File: src/rtl/add_seq_pkg.sv
// Shared types and constants for the nibble-serial adder sequencer.
package add_seq_pkg;

  localparam int NIB_W = 4;

  typedef enum logic [1:0] {
    IDLE = 2'd0,
    RUN  = 2'd1,
    DONE = 2'd2
  } state_e;

  function automatic int nibbles(input int width);
    return width / NIB_W;
  endfunction

endpackage

File: src/rtl/nibble_shreg.sv
// Operand shift register: loads A and effective B, then shifts one nibble per step
// so the low nibble is always the one the adder slice should see.
module nibble_shreg
  import add_seq_pkg::*;
#(
  parameter int WIDTH = 16
) (
  input  logic             clk,
  input  logic             load_i,
  input  logic             shift_i,
  input  logic [WIDTH-1:0] a_i,
  input  logic [WIDTH-1:0] b_i,
  output logic [NIB_W-1:0] nib_a_o,
  output logic [NIB_W-1:0] nib_b_o
);

  logic [WIDTH-1:0] a_q;
  logic [WIDTH-1:0] b_q;

  always_ff @(posedge clk) begin
    if (load_i) begin
      a_q <= a_i;
      b_q <= b_i;
    end else if (shift_i) begin
      a_q <= a_q >> NIB_W;
      b_q <= b_q >> NIB_W;
    end
  end

  assign nib_a_o = a_q[NIB_W-1:0];
  assign nib_b_o = b_q[NIB_W-1:0];

endmodule

File: src/rtl/nibble_serial_add_seq.sv
// Drives an external 4-bit adder slice nibble by nibble to add WIDTH-bit operands.
// Optional subtract mode (in_sub port) is enabled by defining SUB_EN.
module nibble_serial_add_seq
  import add_seq_pkg::*;
#(
  parameter int WIDTH = 16
) (
  input  logic             clk,
  input  logic             rst_n,
  input  logic             in_valid,
  output logic             in_ready,
  input  logic [WIDTH-1:0] in_a,
  input  logic [WIDTH-1:0] in_b,
  input  logic             in_cin,
`ifdef SUB_EN
  input  logic             in_sub,
`endif
  output logic [3:0]       add_a,
  output logic [3:0]       add_b,
  output logic             add_cin,
  input  logic [3:0]       add_sum,
  input  logic             add_cout,
  output logic             out_valid,
  input  logic             out_ready,
  output logic [WIDTH-1:0] out_sum,
  output logic             out_cout,
  output logic             out_ovf
);

  localparam int NIBS = nibbles(WIDTH);
  localparam int IDX_W = $clog2(NIBS);
  localparam logic [IDX_W-1:0] LAST_IDX = IDX_W'(NIBS - 1);

  state_e           state_q, state_d;
  logic [IDX_W-1:0] idx_q, idx_d;
  logic             carry_q, carry_d;
  logic [WIDTH-1:0] sum_q, sum_d;
  logic             cout_q, cout_d;
  logic             ovf_q, ovf_d;
  logic             a_msb_q, b_msb_q;

  logic [WIDTH-1:0] b_eff;
  logic             cin_eff;
  logic             accept;
  logic             running;
  logic [NIB_W-1:0] nib_a, nib_b;

  // Subtraction is A + ~B + 1; the forced carry replaces in_cin.
`ifdef SUB_EN
  assign b_eff   = in_sub ? ~in_b : in_b;
  assign cin_eff = in_sub | in_cin;
`else
  assign b_eff   = in_b;
  assign cin_eff = in_cin;
`endif

  assign accept  = (state_q == IDLE) && in_valid;
  assign running = (state_q == RUN);

  nibble_shreg #(
    .WIDTH(WIDTH)
  ) u_shreg (
    .clk    (clk),
    .load_i (accept),
    .shift_i(running),
    .a_i    (in_a),
    .b_i    (b_eff),
    .nib_a_o(nib_a),
    .nib_b_o(nib_b)
  );

  always_ff @(posedge clk) begin
    if (!rst_n) state_q <= IDLE;
    else        state_q <= state_d;
  end

  always_comb begin
    state_d = state_q;
    unique case (state_q)
      IDLE:    if (in_valid) state_d = RUN;
      RUN:     if (idx_q == LAST_IDX) state_d = DONE;
      DONE:    if (out_ready) state_d = IDLE;
      default: state_d = IDLE;
    endcase
  end

  // Slice inputs are forced to zero outside RUN to keep it quiet.
  always_comb begin
    in_ready  = 1'b0;
    out_valid = 1'b0;
    add_a     = '0;
    add_b     = '0;
    add_cin   = 1'b0;
    unique case (state_q)
      IDLE: in_ready = 1'b1;
      RUN: begin
        add_a   = nib_a;
        add_b   = nib_b;
        add_cin = carry_q;
      end
      DONE:    out_valid = 1'b1;
      default: ;
    endcase
  end

  always_comb begin
    idx_d   = idx_q;
    carry_d = carry_q;
    sum_d   = sum_q;
    cout_d  = cout_q;
    ovf_d   = ovf_q;
    if (accept) begin
      idx_d   = '0;
      carry_d = cin_eff;
    end else if (running) begin
      sum_d[NIB_W*int'(idx_q) +: NIB_W] = add_sum;
      carry_d = add_cout;
      idx_d   = idx_q + IDX_W'(1);
      // Result flags are frozen at the MS nibble so they hold through IDLE.
      if (idx_q == LAST_IDX) begin
        cout_d = add_cout;
        ovf_d  = (a_msb_q == b_msb_q) && (add_sum[NIB_W-1] != a_msb_q);
      end
    end
  end

  always_ff @(posedge clk) begin
    if (!rst_n) begin
      idx_q   <= '0;
      carry_q <= 1'b0;
      sum_q   <= '0;
      cout_q  <= 1'b0;
      ovf_q   <= 1'b0;
    end else begin
      idx_q   <= idx_d;
      carry_q <= carry_d;
      sum_q   <= sum_d;
      cout_q  <= cout_d;
      ovf_q   <= ovf_d;
    end
  end

  always_ff @(posedge clk) begin
    if (accept) begin
      a_msb_q <= in_a[WIDTH-1];
      b_msb_q <= b_eff[WIDTH-1];
    end
  end

  assign out_sum  = sum_q;
  assign out_cout = cout_q;
  assign out_ovf  = ovf_q;

endmodule

File: config.mk
export PLATFORM = sky130hd
export DESIGN_NAME = nibble_serial_add_seq
export DESIGN_NICKNAME = d
export VERILOG_FILES = /design/src/rtl/add_seq_pkg.sv /design/src/rtl/nibble_shreg.sv /design/src/rtl/nibble_serial_add_seq.sv
export SDC_FILE = /design/constraint.sdc
export NUM_CORES = 1
export LEC_CHECK = 0
export CELL_PAD_IN_SITES_DETAIL_PLACEMENT = 0
export CELL_PAD_IN_SITES_GLOBAL_PLACEMENT = 1
export CORE_MARGIN = 3
export CORE_UTILIZATION = 34
export CTS_CLUSTER_DIAMETER = 30
export CTS_CLUSTER_SIZE = 8
export DETAILED_ROUTE_END_ITERATION = 7
export PLACE_DENSITY = 0.83
export SYNTH_ARGS = -nofsm -noshare
export SYNTH_HDL_FRONTEND = slang
export SYNTH_HIERARCHICAL = 1
export SYNTH_SLANG_ARGS = --single-unit
File: constraint.sdc
create_clock -name clk -period 3.1 [get_ports clk]
set_input_delay 0.62 -clock clk [delete_from_list [all_inputs] [get_ports clk]]
set_output_delay 0.62 -clock clk [all_outputs]
set_load 0.005 [all_outputs]
==> results of run 1 <==
[metrics by stage]
step	cell area, um2	hold WS [ns]	worst slack [ns]	utilization
after floorplan	2610	0.4432	0.4794	-
after detailed placement	3347	0.4653	0.4681	0.4566
after CTS	3555	0.4741	0.5716	0.4849
after global routing	3555	0.4834	0.4831	0.4849
final	3555	0.4696	0.6071	0.4849
after global placement	3347	0.4566	0.4929	0.4566
[Yosys cell counts]
| library cell | count | area, um2 |
|---|---|---|
| and3_1 | 2 | 12.51 |
| ha_1 | 5 | 62.56 |
| nor2b_1 | 2 | 12.51 |
| and3b_1 | 3 | 26.28 |
| edfxtp_1 | 34 | 1021 |
| nand3b_1 | 3 | 22.52 |
| a31oi_1 | 2 | 12.51 |
| nand2b_2 | 1 | 8.760 |
| o2bb2ai_1 | 2 | 17.52 |
| nand4b_1 | 1 | 8.760 |
| nor2_1 | 2 | 7.510 |
| mux2_2 | 3 | 33.78 |
| inv_2 | 1 | 3.750 |
| buf_6 | 2 | 22.52 |
| o21ai_0 | 7 | 35.03 |
| nand2_1 | 19 | 71.32 |
| or2_1 | 1 | 6.260 |
| o21a_1 | 1 | 7.510 |
| a21boi_0 | 1 | 7.510 |
| nand3_1 | 6 | 30.03 |
| a32o_1 | 2 | 20.02 |
| a21boi_2 | 2 | 22.52 |
| buf_4 | 8 | 60.06 |
| inv_1 | 3 | 11.26 |
| nor4bb_1 | 1 | 10.01 |
| a21oi_1 | 2 | 10.01 |
| and2_1 | 19 | 118.9 |
| o22ai_1 | 4 | 25.02 |
| dfxtp_1 | 23 | 460.4 |
| buf_2 | 3 | 15.01 |
| mux2_4 | 21 | 315.3 |
| nor3b_4 | 1 | 18.77 |
| a22o_1 | 4 | 35.03 |
| or3b_2 | 2 | 17.52 |
| buf_12 | 2 | 40.04 |
[layout by cell type (no fill, tap or decap), types with 5 or more instances in the layout]
cell type | synthesis | routed
and2_1 | 19 | 19
dfxtp_1 | 23 | 23
ha_1 | 5 | 5
mux2_4 | 21 | 21
nand3_1 | 6 | 6
o21ai_0 | 7 | 7
clkbuf_8 | 0 | 9
clkdlybuf4s50_1 | 0 | 70
edfxtp_1 | 34 | 34
nand2_1 | 19 | 19
[power by group]
part           switching [mW]  leakage (nW)  internal [mW]
Clock                   0.282         0.109          0.445
Combinational          0.0916         0.702          0.158
Sequential             0.0194         0.526          0.882
[area by class of cell]
type                            count  area, um2  area share
Clock inverter                      6      83.83     0.02358
Tap cell                           99      123.9     0.03485
Clock buffer                        9      123.9     0.03485
Timing Repair Buffer               75      750.7      0.2112
Inverter                            4      15.01    0.004224
Multi-Input combinational cell    119      975.9      0.2746
Sequential cell                    57       1481      0.4168
[critical path, stage by stage (launching register included)]
cell and delay (ns):
dfxtp_1 0.38, nand2b_2 0.25, inv_2 0.24, and2_1 0.18
clkdlybuf4s50_1 0.50
[logic make-up (layout without fill, tap and decap cells)]
| group | after synthesis | after routing | share of synthesized area |
|---|---|---|---|
| flip-flops | 57 | 57 | 0.5676 |
| AO/OA/AOI/OAI | 27 | 27 | 0.07382 |
| AND/OR/NAND/NOR | 63 | 63 | 0.1424 |
| multiplexers | 24 | 24 | 0.1337 |
| adder cells (fa/ha/maj) | 5 | 5 | 0.02397 |
| buffers and inverters | 19 | 94 | 0.05848 |
[state kept, by name (all words and copies together) (netlist names)]
| register | count |
|---|---|
| out_sum | 16 |
| carry_q | 1 |
| u_shreg/a_q | 16 |
| u_shreg/b_q | 16 |
| out_cout | 1 |
| b_msb_q | 1 |
| out_ovf | 1 |
| state_q | 2 |
| a_msb_q | 1 |
| idx_q | 2 |
[worst max-delay path by stage]
stage                                end  slack [ns]  depth (start not counted)
after global placement    u_shreg/b_q[0]        0.49                          6
final                           add_a[1]        0.61                          4
after floorplan           u_shreg/a_q[0]        0.48                          5
after CTS                       add_a[1]        0.57                          4
after global routing            add_a[1]        0.48                          4
after detailed placement  u_shreg/a_q[0]        0.47                          6
[layer usage]
| layer | share of wire | up-vias | routed length [um] | global-route usage |
|---|---|---|---|---|
| met1 | 0.45 | 792 | 2239 | 0.1524 |
| li1 | - | 842 | - | - |
| met3 | 0.031 | 5 | 157 | 0.02172 |
| met5 | 0 | - | 0 | 0 |
| met2 | 0.50 | 32 | 2490 | 0.1811 |
| met4 | 0.020 | 0 | 98 | 0.06859 |
==> metrics.txt, run 1 <==
status completed; clk slew on worst S/H paths approximately 0.06 ns; DRT antenna net count 0; worst rel slew slack 0.7143; PD cells 528.3 mW/mm2; Power Total approximately 1.9 mW; Post-CTS Resized 0; Routed WL 4986 um; Setup Skew 0.008958 ns; Worst-Skew Late Latency approximately 0.32 ns; Max Transition Viols Final 0; register bit total from synthesis 57; min-delay src out_sum[0]; First-pass DRT Iterations 5; clock root buffer clkbuf_8; crit path launch type flip-flop; post-route DRC violation count 0; Clock Path Buffers 2; CTS H-tree lvls 3; Area Growth Syn to Fin 36.19%; Worst Tran Pin Value around 0.43 ns; All-Layer GR Usage 0.1170; Seq/Total Area, Yosys 0.5676; Tcrit/Tclk final 0.8042; CP arrival between 1.5 and 2 ns; Max Cap Viol 0; Hold Fails Final Rpt 0; vias post-DR ~1700; Setup CP Type reg2out; # rows 31; Worst R2R Path Depth 5; worst r2r src state_q[1]; DP Cell Count 354; Initial Utilization 0.3560; grt ovf 0; CP required approximately 2.5 ns; total negative setup slack 0 ns; DIE AREA roughly 0.0088 mm2; setup violators final 0; Port Buffer Count 70; height of the die around 94 um; cts hold-fix bufs 0; CORE AREA approximately 0.0073 mm2; Fmax between 0.4 and 0.5 GHz; Num CTS Buffers 9; Layout fillers roughly 670; DP HPWL around 3700 um; Final #Nets ~310; RSZ-0062 raised after global routing no; Yosys Warn Count 6; Peak supply drop 0.0002306 V; chip width about 94 um; syn avg cell area roughly 13 um2; crit path capture type output pin; ratio of cells with drive above 1 in the final layout 0.1889; Syn Std Cell Area between 0.002 and 0.003 mm2; Vias/cell approximately 4.5; initial antenna violation count 0; min Tclk post-route roughly 2.5 ns; gpl congestion approximately 0.69; syn nets 242; Netlist cell types 35; drt wl/cell 13.51 um; WHS Path Cells 2; critical path peak fanout 15; Pleak between 1 and 1.5 nW; largest net degree at the start of global routing 19; reg2reg setup slack approximately 1.2 ns; Post-CTS Setup Inserts 0; Worst Hold End out_sum[0]; non-filler cells, final roughly 370; first-pass GRT wire length 7962 um; vias in the first global route 1672; reg2reg end u_shreg/b_q[6]; n_diodes 0; Num Clock Sinks 57; Post-Synthesis Cells 195; CP startpoint state_q[1]; I/O Pins 71; TritonCTS clock tree built; HP Class reg2reg; Initial DRC Count 64
No activity file was read; power rests on OpenSTA's default activity.
==> run 2, diff against run 1 <==
Settings changed: PLACE_DENSITY 0.83 to 0.86.
Clock period 3.1 ns to 2.25 ns, I/O delays scaled along.
==> run 2 against run 1 <==
- sequential share of layout area shrank 0.59 points
- worst hold slack worse by 0.0033 ns
- combinational power rose by 47%
- clock skew down 0.0040 ns
- highest routed layer unchanged
- total power increased by 35%
- largest cell class unchanged
- sequential power rose by 37%
- global-route usage grew 0.89 points
- clock-buffer cell count is the same
- final cell count up 1.6%
- setup slack got worse by 0.50 ns
- register-to-register slack worse by 0.77 ns
==> metrics.txt, run 2 (same netlist as run 1, synthesis figures left out) <==
non-filler cells, final between 300 and 400; n_diodes 0; HP Class reg2reg; CORE AREA approximately 0.0073 mm2; Placement Setup Slack -0.07600 ns; Initial DRC Count 85; Num Clock Sinks 57; Final #Nets ~320; commonest non-fill, non-tap cell in the layout clkdlybuf4s50_1; reg2reg setup slack between 0.3 and 0.4 ns; sequential power share 0.490; DP HPWL 3995 um; Worst R2R Path Depth 5; clock network fraction of total power 0.366; Sw Ratio 0.2295; min Tclk post-route 2.139 ns; Worst-Skew Late Latency about 0.34 ns; worst rel slew slack 0.8082; DIE AREA roughly 0.0088 mm2; Port Buffer Count 70; Final Util 0.4922; PD cells slightly above 700 mW/mm2; Initial Utilization 0.3560; register area around 0.0015 mm2; dpl cell area approximately 0.0034 mm2; Setup Skew between 0.004 and 0.005 ns; post-route DRC violation count 0; total negative setup slack 0 ns; P_int 1.957 mW; most frequent cells in the layout clkdlybuf4s50_1, edfxtp_1, dfxtp_1; Logic pwr share 0.144; drt wl/cell approximately 14 um; P_sw between 500 and 600 uW; chip width around 94 um; First-pass DRT Iterations 4; # rows 31; CTS H-tree lvls 3; vias in the first global route ~1800; largest net degree at the start of global routing 22; Power Total roughly 2.5 mW; Num CTS Buffers 9; Hold Fails Final Rpt 0; cts hold-fix bufs 0; Area Growth Syn to Fin 38.26%; Pleak 1.356 nW; Fmax ~0.47 GHz; Setup CP Type reg2out; Final Cell Area 0.003608 mm2; clk slew on worst S/H paths 0.07 ns; Post-CTS Setup Inserts 0; gpl congestion between 0.6 and 0.7; All-Layer GR Usage 0.1259; post-route setup slack 0.1106 ns; Layout fillers approximately 650; CP arrival between 1.5 and 2 ns; initial antenna violation count 0; DRT antenna net count 0; Worst Tran Pin Value about 0.29 ns; grt ovf 0; crit path capture type output pin; Vias/cell about 4.5; clock root buffer clkbuf_8; Peak supply drop just over 0.0003 V; ratio of cells with drive above 1 in the final layout 0.2101; height of the die about 94 um; Routed WL approximately 5200 um; RSZ-0062 raised after global routing no; I/O Pins 71; vias post-DR ~1700; DP Cell Count around 360; status completed; multi-input logic area 975.9 um2; crit path launch type flip-flop; worst hold slack roughly 0.47 ns; critical path peak fanout 15; Max Transition Viols Final 0; Tcrit/Tclk final 0.9509; first-pass GRT wire length roughly 8200 um; Clock Path Buffers 2; setup violators final 0; CP required around 1.8 ns; WHS Path Cells 1; TritonCTS clock tree built; Max Cap Viol 0
==> run 2: cell types whose count changed in the layout (fill, tap and decap cells not counted), moves of 2 or more <==
cell / delta
buf_4: +3
clkinv_2: -2
buf_12: +2
clkinvlp_4: +2
==> run 2: layer usage <==
layer,track usage,vias to the layer above,routed length [um]
li1,-,848,-
met1,0.1452,789,2162
met2,0.2073,48,2610
met3,0.04183,6,317
met4,0.06498,0,85
met5,0,-,0
==> run 2: power by group through the flow <==
stage	sequential, mW	clock (mW)	combinational, mW
5_1_grt	1.25	1.00	0.393
2_1_floorplan	1.26	0	0.232
3_5_place_dp	1.27	0	0.368
4_1_cts	1.25	0.952	0.370
6_report	1.24	0.931	0.366
3_3_place_gp	1.26	0	0.360
==> run 2: layout make-up <==
type                    instances  area share
flip-flops and latches         57      0.4109
multi-input cells             119      0.2705
repair buffers                 80      0.2254
clock buffers                   9     0.03433
well taps                      99     0.03433
clock inverters                 7     0.01976
inverters                       4    0.004854
==> run 2: repair_timing <==
action | CTS | global route
endpoints found under the hold margin | 0 | 0
resized for setup | 1 | 1
setup endpoints to repair | 9 | 9
==> run 2: critical path: stages (launching register included) <==
cell             delay [ns]
dfxtp_1                0.31
nand2b_2               0.23
inv_4                  0.17
and2_1                 0.15
clkdlybuf4s50_1        0.50
==> run 2: worst paths after layout <==
path / from / end
max: state_q[1] / add_b[2]
min: out_sum[4] / out_sum[4]
max reg2reg: state_q[1] / u_shreg/b_q[6]
min reg2reg: out_sum[4] / out_sum[4]
